[config.mk]
export PLATFORM = sky130hd
export DESIGN_NAME = cop0_registers_uni
export DESIGN_NICKNAME = d
export VERILOG_FILES = /design/src/rtl/cop0_pkg.sv /design/src/rtl/cop0_read_mux.sv /design/src/rtl/cop0_registers_uni.sv
export SDC_FILE = /design/constraint.sdc
export NUM_CORES = 1
export LEC_CHECK = 0
export BUFFER_PORTS_ARGS = -buffer_cell sky130_fd_sc_hd__buf_2
export CAP_MARGIN = 20
export CORE_UTILIZATION = 50
export CTS_CLUSTER_SIZE = 30
export DETAILED_ROUTE_END_ITERATION = 8
export GPL_TIMING_DRIVEN = 0
export PLACE_DENSITY = 0.87
export SETUP_SLACK_MARGIN = 0.05
export SYNTH_ARGS = -nofsm -noshare
export SYNTH_HDL_FRONTEND = slang
export SYNTH_SLANG_ARGS = --single-unit
[constraint.sdc]
create_clock -name iCLK -period 3.3 [get_ports iCLK]
set_input_delay 0.99 -clock iCLK [delete_from_list [all_inputs] [get_ports iCLK]]
set_output_delay 0.99 -clock iCLK [all_outputs]
set_load 0.05 [all_outputs]
[src/rtl/cop0_pkg.sv]
// Shared COP0 definitions: register indices, Status/Cause field positions, reset constants.
package cop0_pkg;

  localparam logic [4:0] REG_BADVADDR = 5'd8;
  localparam logic [4:0] REG_STATUS   = 5'd12;
  localparam logic [4:0] REG_CAUSE    = 5'd13;
  localparam logic [4:0] REG_EPC      = 5'd14;

  localparam int unsigned STATUS_IE     = 0;
  localparam int unsigned STATUS_EXL    = 1;
  localparam int unsigned STATUS_UM     = 4;
  localparam int unsigned STATUS_IM_LO  = 8;
  localparam int unsigned STATUS_IM_HI  = 15;

  localparam int unsigned CAUSE_BD      = 31;
  localparam int unsigned CAUSE_IP_LO   = 8;
  localparam int unsigned CAUSE_IP_HI   = 15;
  localparam int unsigned CAUSE_EXC_LO  = 2;
  localparam int unsigned CAUSE_EXC_HI  = 6;

  localparam logic [31:0] STATUS_RESET  = 32'h0000_FF11;
  localparam logic [31:0] STATUS_WMASK  = 32'h0000_FF13;

endpackage

[src/rtl/cop0_read_mux.sv]
// Maps a COP0 register index to its 32-bit value; unimplemented indices read zero.
module cop0_read_mux
  import cop0_pkg::*;
(
  input  logic [4:0]  iIndex,
  input  logic [31:0] iBadVAddr,
  input  logic [31:0] iStatus,
  input  logic [31:0] iCause,
  input  logic [31:0] iEpc,
  output logic [31:0] oData
);

  always_comb begin
    oData = '0;
    case (iIndex)
      REG_BADVADDR: oData = iBadVAddr;
      REG_STATUS:   oData = iStatus;
      REG_CAUSE:    oData = iCause;
      REG_EPC:      oData = iEpc;
      default:      oData = '0;
    endcase
  end

endmodule

[src/rtl/cop0_registers_uni.sv]
// COP0 register file (BadVAddr, Status, Cause, EPC) for a single-cycle MIPS core.
// COP0_DEBUG_PORT_EN enables the oRegDisp debug read port; otherwise it reads zero.
module cop0_registers_uni
  import cop0_pkg::*;
(
  input  logic        iCLK,
  input  logic        iRST,
  input  logic [4:0]  iReadRegister,
  input  logic [4:0]  iWriteRegister,
  input  logic [31:0] iWriteData,
  input  logic        iRegWrite,
  output logic [31:0] oReadData,
  input  logic        iEret,
  input  logic        iExcOccurred,
  input  logic        iBranchDelay,
  input  logic [7:0]  iPendingInterrupt,
  input  logic [4:0]  iExcCode,
  output logic [7:0]  oInterruptMask,
  output logic        oUserMode,
  output logic        oExcLevel,
  input  logic [4:0]  iRegDispSelect,
  output logic [31:0] oRegDisp
);

  logic [31:0] badVAddr;
  logic [31:0] status;
  logic [31:0] statusNext;
  logic [31:0] epc;
  logic        causeBd;
  logic [4:0]  causeExc;
  logic [1:0]  swIp;
  logic [7:0]  pendReg;
  logic [31:0] causeVal;
  logic [31:0] muxRead;
  logic        mtc0;

  assign mtc0 = iRegWrite && !iExcOccurred;

  // Exception beats eret; eret clears EXL even when mtc0 writes Status in the same cycle.
  always_comb begin
    statusNext = status;
    if (mtc0 && (iWriteRegister == REG_STATUS))
      statusNext = iWriteData & STATUS_WMASK;
    if (iExcOccurred)
      statusNext[STATUS_EXL] = 1'b1;
    else if (iEret)
      statusNext[STATUS_EXL] = 1'b0;
  end

  always_ff @(posedge iCLK) begin
    if (iRST) begin
      badVAddr <= '0;
      status   <= STATUS_RESET;
      epc      <= '0;
      causeBd  <= 1'b0;
      causeExc <= '0;
      swIp     <= '0;
      pendReg  <= '0;
    end else begin
      status  <= statusNext;
      pendReg <= iPendingInterrupt;
      if (iExcOccurred) begin
        epc      <= iWriteData;
        causeExc <= iExcCode;
        causeBd  <= iBranchDelay;
      end else if (iRegWrite) begin
        case (iWriteRegister)
          REG_BADVADDR: badVAddr <= iWriteData;
          REG_CAUSE:    swIp     <= iWriteData[CAUSE_IP_LO+1:CAUSE_IP_LO];
          REG_EPC:      epc      <= iWriteData;
          default:      ;
        endcase
      end
    end
  end

  assign causeVal = {causeBd, 15'b0, pendReg[7:2], swIp | pendReg[1:0],
                     1'b0, causeExc, 2'b0};

  cop0_read_mux readMux (
    .iIndex    (iReadRegister),
    .iBadVAddr (badVAddr),
    .iStatus   (status),
    .iCause    (causeVal),
    .iEpc      (epc),
    .oData     (muxRead)
  );

  assign oReadData = iEret ? epc : muxRead;

`ifdef COP0_DEBUG_PORT_EN
  cop0_read_mux dispMux (
    .iIndex    (iRegDispSelect),
    .iBadVAddr (badVAddr),
    .iStatus   (status),
    .iCause    (causeVal),
    .iEpc      (epc),
    .oData     (oRegDisp)
  );
`else
  logic unusedDispSel;
  assign unusedDispSel = ^iRegDispSelect;
  assign oRegDisp      = '0;
`endif

  assign oInterruptMask = (status[STATUS_IE] && !status[STATUS_EXL])
                        ? (causeVal[CAUSE_IP_HI:CAUSE_IP_LO] & status[STATUS_IM_HI:STATUS_IM_LO])
                        : '0;
  assign oUserMode = status[STATUS_UM];
  assign oExcLevel = status[STATUS_EXL];

endmodule

==> summary.txt, run 1 <==
Status
  • Outcome: finished, violations left
  • Violated checks: negative setup slack

Synth
  • Synthesized netlist cell count: 508
  • Cell variety after synth: 38
  • Post-synthesis cell area: 0.00403 sq mm
  • Top post-synthesis cells by area: dfxtp_1, nand2_1, a21oi_1
  • Synth area leader: dfxtp_1
  • Yosys warnings: 0
  • Syn avg cell area: 7.93 sq um
  • Post-synthesis sequential area ratio: 0.452
  • Area share of the largest cell type after synthesis: 0.452
  • Synth Register Bits: 91

Die
  • Cell row count: 32
  • Die ar.: 0.00842 sq mm
  • Die height: around 92 um
  • Horiz. Die Dim: 91.8 um
  • IO Count: 140
  • Core area: 0.00777 sq mm
  • Initial Util: 0.519

Finish
  • Layout cells sized above 1: 0.339
  • Non-Filler Instances: roughly 780
  • Commonest cells after routing, fill and taps aside: nand2_1, dfxtp_1, buf_2
  • Final nets: 736
  • Filler Cells Inserted: between 500 and 600
  • Syn-to-layout area delta: 47.6%
  • Diode count: 0
  • Multi-input gate area in the final layout: 0.00227 sq mm
  • Most common cell after layout, fill and taps aside: nand2_1
  • Seq. cell area: 0.00182 sq mm

Timing
  • Worst hold slack: 455 ps
  • Final hold viol count: 0
  • Clk_skew: 0 ps
  • Fmax: 294 MHz
  • Max-slew violation count: 0
  • Worst-Margin Slew: 661 ps
  • Worst slew margin: 0.559
  • RSZ-0062 raised after global routing: yes
  • Final period util: 1.03
  • Min Tclk post-route: 3410 ps
  • # setup viols final: 32
  • Final WS setup: -105 ps

Critical path
  • CP top delay family: compound AO/OA/AOI/OAI gates
  • Most used cell, CP: buf_6
  • CP max-delay cell: a222oi_1
  • Worst-path fanout max: 5
  • Crit path DAT: 2420 ps
  • Kind of critical path: input pin to output port
  • Data required time of the worst path: 2310 ps
  • Critical Path End Type: output port
  • Worst Setup Start Kind: input pin
  • Worst Path Buf+Inv: 4
  • Worst-path cell chain: buf_6, nand2b_4, nor4_4, buf_4, clkbuf_16, a222oi_1, o21ai_4, buf_6
  • CP peak stage delay: 600 ps

Clock network
  • Clock Sinks: 91
  • Clk_lat worst skew: between 300 and 400 ps
  • CTS max path bufs: 2
  • CTS clk-pin slew, worst paths: 90 ps
  • Inserted Clock Buffers: 9
  • CTS tree: yes
  • H-tree lvl count: 3
  • Clock Tree Root: clkbuf_8
  • Hold-fix buffers at CTS: 0

Drt
  • Total Wirelength: 13.7 mm
  • Antenna Violating Nets Remaining: 0
  • Vias: roughly 4400
  • Iteration-0 DRC Markers: 354
  • DR vias/cell: 5.71
  • Average routed wire per standard cell: 17.7 um
  • First-pass DRT Iterations: 7
  • Post-route DRC: 0

GRT
  • Gr usage total: 0.329
  • Vias in the first global route: 4491
  • Met3 Use GR: 0.0978
  • Met2 usage: 0.572
  • GR Layer Usage met1: 0.361
  • GR peak layer: met2
  • Largest net degree at the start of global routing: 15
  • First-pass GRT wire length: 21.5 mm
  • Initial antenna violation count: 0
  • GRT overflow: 0

Run
  • Max Cap Viol: 0

Placed design
  • Inst Count DP: 742
  • Dpl hpwl: 8.28 mm
  • Buffers on Ports: 101
  • Final GP Congestion: 0.836

Power and ir drop
  • Leakage power: between 0.002 and 0.003 uW
  • PD cells: 405 mW/mm^2
  • Worst VDD drop: 0.330 mV

Worst hold path
  • Hold Crit Class: flop to flop
[kinds of logic after synthesis]
logic type / Yosys count / share of synthesized area
AO/OA/AOI/OAI: 116 / 0.177
adder cells (fa/ha/maj): 1 / 0.00279
buffers and inverters: 70 / 0.104
flip-flops: 91 / 0.452
multiplexers: 8 / 0.0199
other: 1 / 0.000931
AND/OR/NAND/NOR: 221 / 0.243
[state kept, by name (all words and copies together), names as in the netlist]
name and count:
badVAddr 32, causeBd 1, causeExc 5, epc 32, pendReg 8, status 11, swIp 2
[worst reg2reg max path, delay by kind of cell (launching register included)]
family | cells | cell delay, ps
AND/OR/NAND/NOR | 1 | 160
AO/OA/AOI/OAI | 1 | 280
flip-flops | 1 | 360
[Yosys cell counts (all sizes together)]
master    n
or2       2
nand2   166
nor4      2
nand3    11
nor3      2
clkbuf   24
and4b     1
o21bai    1
o21ai    16
a31o      1
maj3      1
nand2b    2
a21oi    64
buf      43
a222oi    9
inv       3
a22o     16
a22oi     7
nor3b     1
nor2b     9
nand3b    1
conb      1
or4       1
dfxtp    91
nor4b     3
nor2      9
or3       2
and2      1
mux2i     8
a31oi     1
a211o     1
and3      8
[layer usage]
layer,wire [um],share of wire,up-vias
met5,0,0,-
met4,574,0.042,0
met3,1340,0.097,67
met2,6850,0.50,313
met1,4960,0.36,2086
li1,-,-,1973
[final cells by class]
type	instances	area share
well taps	102	0.0215
plain buffers	67	0.0820
inverters	3	0.00316
multi-input cells	378	0.382
flip-flops and latches	91	0.306
clock inverters	5	0.00883
repair buffers	120	0.173
clock buffers	11	0.0238
[stage by stage]
stage               setup slack [ps]  setup TNS [ps]  utilization  cell area [sq um]  power [uW]
finish                          -105           -2070        0.766               5950        2410
global placement                -579          -16820        0.655               5090        1590
CTS                            -54.2           -1070        0.761               5910        2390
detailed placement              -611          -17680        0.655               5090        1600
floorplan                      -22.7            -243            -               4450        1490
global route                    -127           -2870        0.766               5950        2490
[final timing paths]
check	startpoint	endpoint	slack, ps	cells after the start
worst max-delay path	iReadRegister[4]	oReadData[14]	-110	8
worst min-delay path	epc[14]	epc[14]	460	2
worst max register to register	status[1]	status[1]	2400	2
worst min register to register	epc[14]	epc[14]	460	2
[power breakdown]
| part | leakage (uW) | internal (uW) | switching, uW |
|---|---|---|---|
| logic | 0.00181 | 178 | 320 |
| clock network | 0.0000991 | 367 | 391 |
| registers | 0.000744 | 1130 | 22.3 |
| total | 0.00266 | 1680 | 733 |
[timing repair]
action	in CTS	in global routing
endpoints found under the setup margin	32	32
gates resized for setup	127	9
buffers inserted	16	0
pin swaps	33	12
gates cloned	2	1
(Power assumes the default switching activity.)
==> run 2, diff against run 1 <==
--- a/config.mk
+++ b/config.mk
@@ -13,6 +13,7 @@
 export GPL_TIMING_DRIVEN = 0
 export PLACE_DENSITY = 0.87
 export SETUP_SLACK_MARGIN = 0.05
+export SKIP_CTS_REPAIR_TIMING = 1
 export SYNTH_ARGS = -nofsm -noshare
 export SYNTH_HDL_FRONTEND = slang
 export SYNTH_SLANG_ARGS = --single-unit
==> run 2 against run 1 <==
The run still ends with negative setup slack left. Register-to-register slack is essentially flat. Total power shrank 0.79%. Sequential share of layout area up 0.59 points. First-iteration DRC count is 27% higher. Combinational power is 3% lower. Routed wire length fell by 6.0%. Design area is 1.9% lower. Flip-flop and latch count unchanged. Die area did not move. Clock-buffer cell count is the same. Fmax is 1.5% lower. Global-route usage is 4.4 points lower. Critical endpoint is now oReadData[11]. Largest cell class unchanged.
==> summary.txt, run 2 (synthesis results as in run 1) <==
Status
  • Outcome: finished, violations left
  • Violated checks: negative setup slack

Die
  • Die ar.: 0.00842 sq mm
  • Horiz. Die Dim: slightly above 90 um
  • Cell row count: 32
  • IO Count: 140
  • Die height: roughly 92 um
  • Initial Util: 0.519
  • Core area: 0.00777 sq mm

Finish
  • Most common cell after layout, fill and taps aside: nand2_1
  • Final nets: 733
  • Syn-to-layout area delta: 44.8%
  • Non-Filler Instances: 774
  • Filler Cells Inserted: 557
  • Final core occ: 0.751
  • Diode count: 0
  • Layout cells sized above 1: 0.335
  • Top flop regs: badVAddr x32, epc x32, status x11
  • Commonest cells after routing, fill and taps aside: nand2_1, dfxtp_1, buf_2

GRT
  • First-pass GRT wire length: 18.8 mm
  • Gr usage total: 0.285
  • Largest net degree at the start of global routing: 15
  • Vias in the first global route: 3958
  • Initial antenna violation count: 0
  • GRT overflow: 0

Drt
  • Antenna Violating Nets Remaining: 0
  • Vias: roughly 4300
  • Total Wirelength: between 10 and 15 mm
  • Post-route DRC: 0
  • First-pass DRT Iterations: 5
  • Iteration-0 DRC Markers: 448
  • DR vias/cell: 5.53
  • Average routed wire per standard cell: around 17 um

Clock network
  • CTS tree: yes
  • Clock Tree Root: clkbuf_8
  • Clock Sinks: 91
  • CTS clk-pin slew, worst paths: approximately 90 ps
  • Inserted Clock Buffers: 9
  • CTS max path bufs: 2
  • H-tree lvl count: 3
  • Clk_lat worst skew: 360 ps

Timing
  • Final period util: 1.05
  • # setup viols final: 31
  • Worst-Margin Slew: 644 ps
  • Worst hold slack: between 400 and 500 ps
  • Fmax: 289 MHz
  • RSZ-0062 raised after global routing: yes
  • Setup TNS Final: -3910 ps
  • Final WS setup: -157 ps
  • Max-slew violation count: 0
  • Clk_skew: 0 ps
  • Final hold viol count: 0
  • Worst slew margin: 0.571
  • Min Tclk post-route: 3460 ps

Power and ir drop
  • PD cells: slightly above 400 mW/mm^2
  • Leakage power: ~0.0026 uW
  • Worst VDD drop: 0.280 mV

Critical path
  • Kind of critical path: input pin to output port
  • Data required time of the worst path: 2310 ps
  • Worst Setup Start Kind: input pin
  • Worst-path fanout max: 8
  • Crit path DAT: 2470 ps
  • Critical Path End Type: output port

Placed design
  • Final GP Congestion: 0.836
  • Inst Count DP: 742
  • Buffers on Ports: 101
  • Dpl hpwl: 8.28 mm

Run
  • Max Cap Viol: 0

Worst hold path
  • Hold Crit Class: flop to flop
## run 2: per-layer routing
layer | share of wire | global-route usage | wire length [um] | up-vias
met5 | 0 | 0 | 0 | -
met4 | 0.019 | 0.124 | 241 | 0
met3 | 0.098 | 0.0597 | 1270 | 29
met2 | 0.51 | 0.484 | 6560 | 291
met1 | 0.37 | 0.350 | 4830 | 1981
li1 | - | - | - | 1977
## run 2: critical path: stages
cell and delay (ps):
buf_12 110, maj3_2 330, or3_4 350, buf_12 170
clkbuf_16 180, o21ai_4 170, buf_8 170
## run 2: stage by stage
| stage | power, uW | area, sq um | worst slack [ps] |
|---|---|---|---|
| after floorplan | 1490 | 4450 | -22.7 |
| after global routing | 2480 | 5840 | -186 |
| after CTS | 2330 | 5280 | -641 |
| final | 2390 | 5840 | -157 |
| after global placement | 1590 | 5090 | -579 |
| after detailed placement | 1600 | 5090 | -611 |
## run 2: where the power goes
| part | internal (uW) | switching [uW] |
|---|---|---|
| logic | 170 | 313 |
| registers | 1130 | 21.7 |
| clock network | 367 | 387 |
## run 2: cell type report
cell class | instances | area (sq um) | share of cell area
multi-input combinational | 378 | 2260 | 0.387
sequential | 91 | 1820 | 0.312
timing repair buffer | 117 | 951 | 0.163
buffer | 67 | 464 | 0.0795
clock buffer | 11 | 141 | 0.0242
tap | 102 | 128 | 0.0219
clock inverter | 5 | 52.6 | 0.00901
inverter | 3 | 18.8 | 0.00322
## run 2: final timing paths
path	end	slack, ps	from	depth (start not counted)
worst min register to register	epc[4]	460	epc[4]	2
worst max-delay path	oReadData[11]	-160	iReadRegister[1]	7
worst max register to register	status[1]	2410	status[1]	2
worst min-delay path	epc[4]	460	epc[4]	2
